$ cat src/rtl/gfx_rom_fetch_sequencer.sv
// rtl/gfx_rom_fetch_sequencer.sv - queued multi-bank tile ROM fetch engine with fixed word slots
module gfx_rom_fetch_sequencer #(
  parameter int ADDR_W     = 19,
  parameter int DATA_W     = 32,
  parameter int BANK_BITS  = 1,
  parameter int SLOT_CYC   = 8,
  parameter int ACCESS_CYC = 3,
  parameter int LEN_W      = 2,
  parameter int QDEPTH     = 4
) (
  input  logic                          M24,
  input  logic                          RES,
  input  logic                          req_valid,
  output logic                          req_ready,
  input  logic [ADDR_W-1:0]             req_addr,
  input  logic [LEN_W-1:0]              req_len,
  output logic [ADDR_W-BANK_BITS-1:0]   ROM_ADDR,
  output logic                          ROM_CEn,
  output logic [(2**BANK_BITS)-1:0]     ROM_OEn,
  input  logic [DATA_W-1:0]             ROM_DATA,
  output logic                          rsp_valid,
  output logic [DATA_W-1:0]             rsp_data,
  output logic                          rsp_last,
  output logic                          busy
);

  localparam int NBANK = 2**BANK_BITS;
  localparam int IA_W  = ADDR_W - BANK_BITS;
  localparam int CNT_W = (SLOT_CYC > 2) ? $clog2(SLOT_CYC) : 1;
  localparam int PTR_W = $clog2(QDEPTH);

  localparam logic [1:0] IDLE         = 2'd0;
  localparam logic [1:0] FETCH        = 2'd1;
  localparam logic [1:0] CAPTURE_WAIT = 2'd2;

  if (SLOT_CYC < 2) begin : g_bad_slot
    $error("SLOT_CYC must be at least 2");
  end
  if (ACCESS_CYC < 1 || ACCESS_CYC >= SLOT_CYC) begin : g_bad_access
    $error("ACCESS_CYC must lie in 1..SLOT_CYC-1");
  end

  logic [ADDR_W-1:0] q_addr [QDEPTH];
  logic [LEN_W-1:0]  q_len  [QDEPTH];
  logic [PTR_W-1:0]  wr_ptr, rd_ptr;
  logic [PTR_W:0]    count, count_next;
  logic              seen;
  logic [1:0]        state;
  logic [CNT_W-1:0]  cnt;
  logic [LEN_W-1:0]  remaining;
  logic              push, pop, slot_end;
  logic [ADDR_W-1:0] head_addr;
  logic [BANK_BITS-1:0] head_bank;

  assign push      = req_valid & req_ready;
  assign slot_end  = (state == CAPTURE_WAIT) && (cnt == CNT_W'(SLOT_CYC - 1));
  // IDLE waits one registered cycle of non-empty before loading, so the first
  // address appears on the second edge after the accept.
  assign pop       = ((state == IDLE) && seen && (count != '0)) ||
                     (slot_end && (remaining == '0) && (count != '0));
  assign head_addr = q_addr[rd_ptr];
  assign head_bank = head_addr[ADDR_W-1 -: BANK_BITS];
  assign busy      = (count != '0) || (state != IDLE);

  // Occupancy after this edge's accept and pop.
  always_comb begin
    count_next = count;
    if (push && !pop) count_next = count + 1'b1;
    else if (!push && pop) count_next = count - 1'b1;
  end

  // Request storage; contents need no reset because count guards every read.
  always_ff @(posedge M24) begin
    if (push) begin
      q_addr[wr_ptr] <= req_addr;
      q_len[wr_ptr]  <= req_len;
    end
  end

  // FIFO pointers, occupancy and the registered ready/non-empty flags.
  always_ff @(posedge M24 or negedge RES) begin
    if (!RES) begin
      wr_ptr    <= '0;
      rd_ptr    <= '0;
      count     <= '0;
      req_ready <= 1'b1;
      seen      <= 1'b0;
    end else begin
      if (push) wr_ptr <= wr_ptr + 1'b1;
      if (pop)  rd_ptr <= rd_ptr + 1'b1;
      count     <= count_next;
      req_ready <= (count_next != (PTR_W+1)'(QDEPTH));
      seen      <= (count != '0);
    end
  end

  // Slot sequencer: loads a request, steps words inside the bank, captures data.
  always_ff @(posedge M24 or negedge RES) begin
    if (!RES) begin
      state     <= IDLE;
      cnt       <= '0;
      remaining <= '0;
      ROM_ADDR  <= '0;
      ROM_CEn   <= 1'b1;
      ROM_OEn   <= '1;
      rsp_valid <= 1'b0;
      rsp_data  <= '0;
      rsp_last  <= 1'b0;
    end else begin
      rsp_valid <= 1'b0;
      rsp_last  <= 1'b0;
      if (pop) begin
        ROM_ADDR  <= head_addr[IA_W-1:0];
        ROM_OEn   <= ~(NBANK'(1) << head_bank);
        ROM_CEn   <= 1'b0;
        remaining <= q_len[rd_ptr];
        cnt       <= '0;
        state     <= FETCH;
      end else begin
        case (state)
          FETCH: begin
            cnt <= cnt + 1'b1;
            if (cnt == CNT_W'(ACCESS_CYC - 1)) begin
              rsp_valid <= 1'b1;
              rsp_data  <= ROM_DATA;
              rsp_last  <= (remaining == '0);
              state     <= CAPTURE_WAIT;
            end
          end
          CAPTURE_WAIT: begin
            if (slot_end) begin
              cnt <= '0;
              if (remaining != '0) begin
                ROM_ADDR  <= ROM_ADDR + 1'b1;
                remaining <= remaining - 1'b1;
                state     <= FETCH;
              end else begin
                ROM_CEn <= 1'b1;
                ROM_OEn <= '1;
                state   <= IDLE;
              end
            end else begin
              cnt <= cnt + 1'b1;
            end
          end
          default: begin
            state <= IDLE;
          end
        endcase
      end
    end
  end

endmodule

$ cat config.mk
export PLATFORM = sky130hd
export DESIGN_NAME = gfx_rom_fetch_sequencer
export DESIGN_NICKNAME = d
export VERILOG_FILES = /design/src/rtl/gfx_rom_fetch_sequencer.sv
export SDC_FILE = /design/constraint.sdc
export NUM_CORES = 1
export LEC_CHECK = 0
export CORE_MARGIN = 2
export CORE_UTILIZATION = 50
export DETAILED_ROUTE_END_ITERATION = 10
export HOLD_SLACK_MARGIN = 0.12
export PLACE_DENSITY = 0.86
export SLEW_MARGIN = 20
export SYNTH_ARGS = -nofsm -noshare
export SYNTH_HDL_FRONTEND = slang
export SYNTH_SLANG_ARGS = --single-unit
$ cat constraint.sdc
create_clock -name M24 -period 2.9 [get_ports M24]
set_input_delay 0.435 -clock M24 [delete_from_list [all_inputs] [get_ports M24]]
set_output_delay 0.435 -clock M24 [all_outputs]
set_load 0.01 [all_outputs]
# After elaboration in Yosys (flattened, before gate mapping)
# Memory sizes are Yosys's and may differ from the RTL's.
# Index checks and enable logic that the tools add are counted.
# classes
add_sub_neg,7
n_mux,34
reduce_logical,24
bitwise_logic,3
eq_ne,8
n_shift,1
# op_table
cell,n
18-bit 2-to-1 mux,4
2-bit 2-to-1 mux,11
"18-bit by 1-bit adder with 18-bit output, second input constant",1
1-bit 2-to-1 mux,13
3-bit 2-to-1 mux,4
2-bit nonzero test,5
"3-bit inequality test, second input constant",3
3-bit AND reduction,3
1-bit logical AND,7
"3-bit by 1-bit adder with 3-bit output, second input constant",2
3-bit one-hot mux with 2 select lines,1
3-bit nonzero test,2
"2-bit by 1-bit adder with 2-bit output, second input constant",2
2-bit zero test,2
2-bit one-hot mux with 2 select lines,1
"3-bit by 2-bit == test with 1-bit output, second input constant",1
"3-bit == test, second input constant",1
"3-bit by 1-bit subtractor with 3-bit output, second input constant",1
"2-bit by 1-bit == test with 1-bit output, second input constant",1
"2-bit == test, second input constant",1
1-bit zero test,2
1-bit logical OR,2
"2-bit inequality test, second input constant",1
2-bit inverter,1
other kinds (5),5
# word_totals
reg_bits,71
input_bits,56
wordCells,93
memories,2
ram_bits,84
# mem_list
memory,depth,width,read_ports,rd_ports_with_merged_regs,wr,line_no,text
q_addr,4,19,1,0,1,43,logic [ADDR_W-1:0] q_addr [QDEPTH];
q_len,4,2,1,0,1,44,logic [LEN_W-1:0] q_len [QDEPTH];

# Depth between registers and ports, before layout
# depth
ltp_word,9
mapped_depth,8

# Worst setup path before layout
# OpenSTA, ideal clock, no wires.
# synth_path
kind,register to register
startpoint,reg cnt[0]
endpoint,reg ROM_ADDR[17]
stages_incl_launch_ff,9
setup_slack_ns,0.708
period_less_slack_ns,2.192
arrival_time_ns,2.110
path_cell_list,dfrtp_1 > ha_1 > ha_1 > nand4bb_1 > buf_2 > or3_1 > clkbuf_2 > or4_1 > a31oi_1
# synth_via
elab_chain_cells,7
word_cells_on_any_way,10
cone_classes,1 x eq/ne; 1 x mux; 8 x reduce/logical
# synth_rtl
item,line_no,text
from (decl),49,logic [CNT_W-1:0] cnt;
from (signal assigned),122,cnt <= cnt + 1'b1;
from (signal assigned),143,cnt <= cnt + 1'b1;
3-bit == test *,56,assign slot_end = (state == CAPTURE_WAIT) && (cnt == CNT_W'(SLOT_CYC - 1));
1-bit logical AND *,56,
1-bit logical AND (2 in series),60,(slot_end && (remaining == '0) && (count != '0));
1-bit logical OR,59,assign pop = ((state == IDLE) && seen && (count != '0)) ||
2-bit nonzero test (no source line),n/a,
3-bit AND reduction (no source line),n/a,
to (signal assigned),113,ROM_ADDR <= head_addr[IA_W-1:0];
to (signal assigned),134,ROM_ADDR <= ROM_ADDR + 1'b1;
to (decl),17,"output logic [ADDR_W-BANK_BITS-1:0] ROM_ADDR,"
# Mark *: on every way between the ends. The rest lies on a longest branch, timed or not.
# A chain may end at the register's enable or synchronous reset.

# Worst setup path in the final report
# layout_path
startpoint,reg count[0]
endpoint,out busy
# layout_via
elab_chain_cells,2
# layout_rtl
item,line_no,text
from (decl),46,"logic [PTR_W:0] count, count_next;"
from (signal assigned),91,count <= count_next;
3-bit nonzero test,63,assign busy = (count != '0) || (state != IDLE);
1-bit logical OR,63,
to (decl),24,output logic busy
# Every way passes these cells.

==> impl_metrics.env <==
export IMPL_viasPerCell=5.45
export IMPL_status="completed"
export IMPL_p_per_area_nw_per_um2=1090
export IMPL_syn_inst=414
export IMPL_synth_edf_count=84
export IMPL_critPathMaxFanout=5
export IMPL_hold_class="register to register"
export IMPL_synthToLayoutAreaGrowth_pct=30.7
export IMPL_yosysSeqAreaShare=0.674
export IMPL_worstSetupPathType="register to output pin"
export IMPL_r2r_start="cnt[0]$_DFFE_PN0P_"
export IMPL_grt_pass1_wl_mm=21.2
export IMPL_cpPeakStageDelay_ns=0.48
export IMPL_reg2regPathDepth=6
export IMPL_cts_buffer_depth=2
export IMPL_port_buffers=112
export IMPL_p_leak_nw=3.06
export IMPL_synth_distinct_cells=45
export IMPL_hpwl_mm=9.03
export IMPL_routedWlPerCell_um=18.7
export IMPL_min_path_cells=2
export IMPL_min_period_ns=2.68
export IMPL_syn_nets=482
export IMPL_grt_start_max_net_pins=44
export IMPL_drive_gt1_frac=0.184
export IMPL_grt_usage=0.211
export IMPL_root_buffer="clkbuf_16"
export IMPL_antenna_found_initial=0
export IMPL_rows=41
export IMPL_fp_dieW_um=117
export IMPL_clkTransAtPathRegs_ns=0.06
export IMPL_grt_setup_unrepaired="false"
export IMPL_drt_wl_total_mm=13.5
export IMPL_netlist_area_sq_um=6390
export IMPL_insertion_delay_ns=0.41
export IMPL_nNetsFinal=604
export IMPL_htreeDepth=4
export IMPL_rrSetupSlack_ns=0.39
export IMPL_cp_cell_sequence="inv_1, ha_1, nor2b_2, inv_1, or3_1, clkdlybuf4s50_1"
export IMPL_reg2reg_to="req_ready$_DFF_PN1_"
export IMPL_cts_sinks=155
export IMPL_slowest_stage="clkdlybuf4s50_1"
export IMPL_remaining_drc_errors=0
export IMPL_clock_fmax_mhz=373
export IMPL_die_area_sq_um=13700
export IMPL_ant_nets=0
export IMPL_n_antenna_cell=0
export IMPL_min_to="ROM_CEn$_DFFE_PN1P_"
export IMPL_fin_crit_sh=0.925
export IMPL_grt_overflow_total=0
export IMPL_drt_pass1_iterations=4
export IMPL_routabilityCongestion=0.820
export IMPL_die_h_um=117
export IMPL_cp_top_family="buffers and inverters"
export IMPL_required_ns=2.47
export IMPL_ioPinCount=113
export IMPL_grt_pass1_vias=4145
export IMPL_slew_headroom=0.433
export IMPL_max_cap_violations=0
export IMPL_hp_start="ROM_CEn$_DFFE_PN1P_"
export IMPL_crit_buf_inv=3
export IMPL_crit_top_cell="inv_1"
export IMPL_critPathCaptureType="output pin"
export IMPL_synth_top_flop_cell="edfxtp_1"
export IMPL_cts_buffers_inserted=17
export IMPL_critPathLaunchType="register"
export IMPL_coreArea_sq_um=12600
export IMPL_setup_viol=0
export IMPL_power_mw=9.07
export IMPL_start_util=0.508
export IMPL_hold_viol_final=0
export IMPL_vias=3927
export IMPL_synth_async_reset_ratio=0.458
export IMPL_synth_avg_cell_area_sq_um=15.4
export IMPL_yosys_warnings=0
export IMPL_drt_iter0_drc=285
export IMPL_cp_arrival_ns=2.25
export IMPL_fin_skew_ns=0.00470
export IMPL_ir_drop_mv=0.914
export IMPL_slew_viol_final=0
export IMPL_synth_seq_cells=155
export IMPL_tightest_slew_ns=0.851
export IMPL_setup_tns_ns=0
export IMPL_cts_tree="done"
registers in the layout (all words and copies together), names as in the netlist:
| name | flops |
|---|---|
| req_ready | 1 |
| count | 3 |
| wr_ptr | 2 |
| ROM_CEn | 1 |
| rsp_data | 32 |
| cnt | 3 |
| seen | 1 |
| ROM_OEn | 2 |
| rd_ptr | 2 |
| remaining | 2 |
| q_addr | 76 |
| ROM_ADDR | 18 |
| rsp_last | 1 |
| rsp_valid | 1 |
| q_len | 8 |
| state | 2 |
kinds of logic (layout without fill, tap and decap cells):
kind of cell | Yosys count | after routing | synth area share
AOI/OAI and AO/OA | 48 | 48 | 0.0486
xor gates and xnor gates | 17 | 17 | 0.0233
adders and majority gates | 13 | 13 | 0.0251
buffers and inverters | 31 | 166 | 0.0196
DFF | 155 | 155 | 0.674
muxes | 55 | 55 | 0.134
and+or+nand+nor | 95 | 95 | 0.0760
report_power, final:
part	internal (mW)	switching (mW)
Clock	1.31	0.824
Combinational	1.78	1.52
Sequential	3.08	0.554
layer usage:
metal  routed length [um]  global-route usage
met5                    0                   0
met3                 1030              0.0613
met1                 5440               0.253
met4                  239              0.0776
met2                 6760               0.363
metrics by stage:
stage               utilization  hold WS (ns)  std cells  setup slack [ns]  cell area, sq um
floorplan                     -         0.139        414             0.708              6390
global placement          0.617         0.486        688             0.595              7750
detailed placement        0.617         0.490        688             0.372              7750
CTS                       0.664         0.502        721            0.0840              8350
global route              0.664         0.528        721            0.0923              8350
finish                    0.664         0.497        721             0.218              8350
area by class of cell:
type | count | area [sq um]
Clock buffer | 22 | 464
Clock inverter | 10 | 118
Fill cell | 851 | 4220
Inverter | 10 | 37.5
Multi-Input combinational cell | 228 | 1980
Sequential cell | 155 | 4300
Tap cell | 172 | 215
Timing Repair Buffer | 124 | 1230
cells in the mapped netlist, types with 5 or more instances:
cell | n | share of area
inv_1 | 10 | 0.0059
a211oi_1 | 5 | 0.0059
clkbuf_1 | 11 | 0.0065
edfxtp_1 | 84 | 0.39
o21ai_0 | 19 | 0.015
a31oi_1 | 7 | 0.0069
mux2_2 | 32 | 0.056
nand2_1 | 29 | 0.017
and3_1 | 5 | 0.0049
xor2_1 | 7 | 0.0096
xnor2_1 | 10 | 0.014
or3_1 | 5 | 0.0049
nand3_1 | 7 | 0.0055
nand4_1 | 7 | 0.0069
ha_1 | 12 | 0.024
nor2_1 | 19 | 0.011
mux4_2 | 21 | 0.074
buf_2 | 6 | 0.0047
dfrtp_1 | 67 | 0.26
worst max path at each step:
| stage | endpoint | cells after the start | startpoint |
|---|---|---|---|
| 2_1_floorplan | ROM_ADDR[17]$_DFFE_PN0P_ | 8 | cnt[0]$_DFFE_PN0P_ |
| 3_3_place_gp | busy | 6 | count[0]$_DFF_PN0_ |
| 3_5_place_dp | req_ready$_DFF_PN1_ | 6 | cnt[0]$_DFFE_PN0P_ |
| 4_1_cts | busy | 6 | count[0]$_DFF_PN0_ |
| 5_1_grt | busy | 6 | count[0]$_DFF_PN0_ |
| 6_report | busy | 6 | count[0]$_DFF_PN0_ |
layout by cell type (no fill, tap or decap), types with 12 or more instances in the layout:
| cell type | n |
|---|---|
| edfxtp_1 | 84 |
| ha_1 | 12 |
| mux2_2 | 32 |
| nand2_1 | 29 |
| nor2_1 | 19 |
| mux4_2 | 21 |
| clkbuf_16 | 17 |
| dfrtp_1 | 67 |
| o21ai_0 | 19 |
| clkdlybuf4s50_1 | 111 |
worst register-to-register path: stages, from the launching register on:
cell	delay (ns)
dfrtp_1	0.41
ha_1	0.22
ha_1	0.27
nand3_1	0.21
a211o_1	0.72
mux2i_1	0.15
o311ai_0	0.41
repair_timing:
action,4_1_cts,5_1_grt
setup buffers,0,0
hold buffers,1,0
setup endpoints to repair,0,1
hold endpoints to repair,28,0
resized for setup,0,1
(Power assumes the default switching activity.)
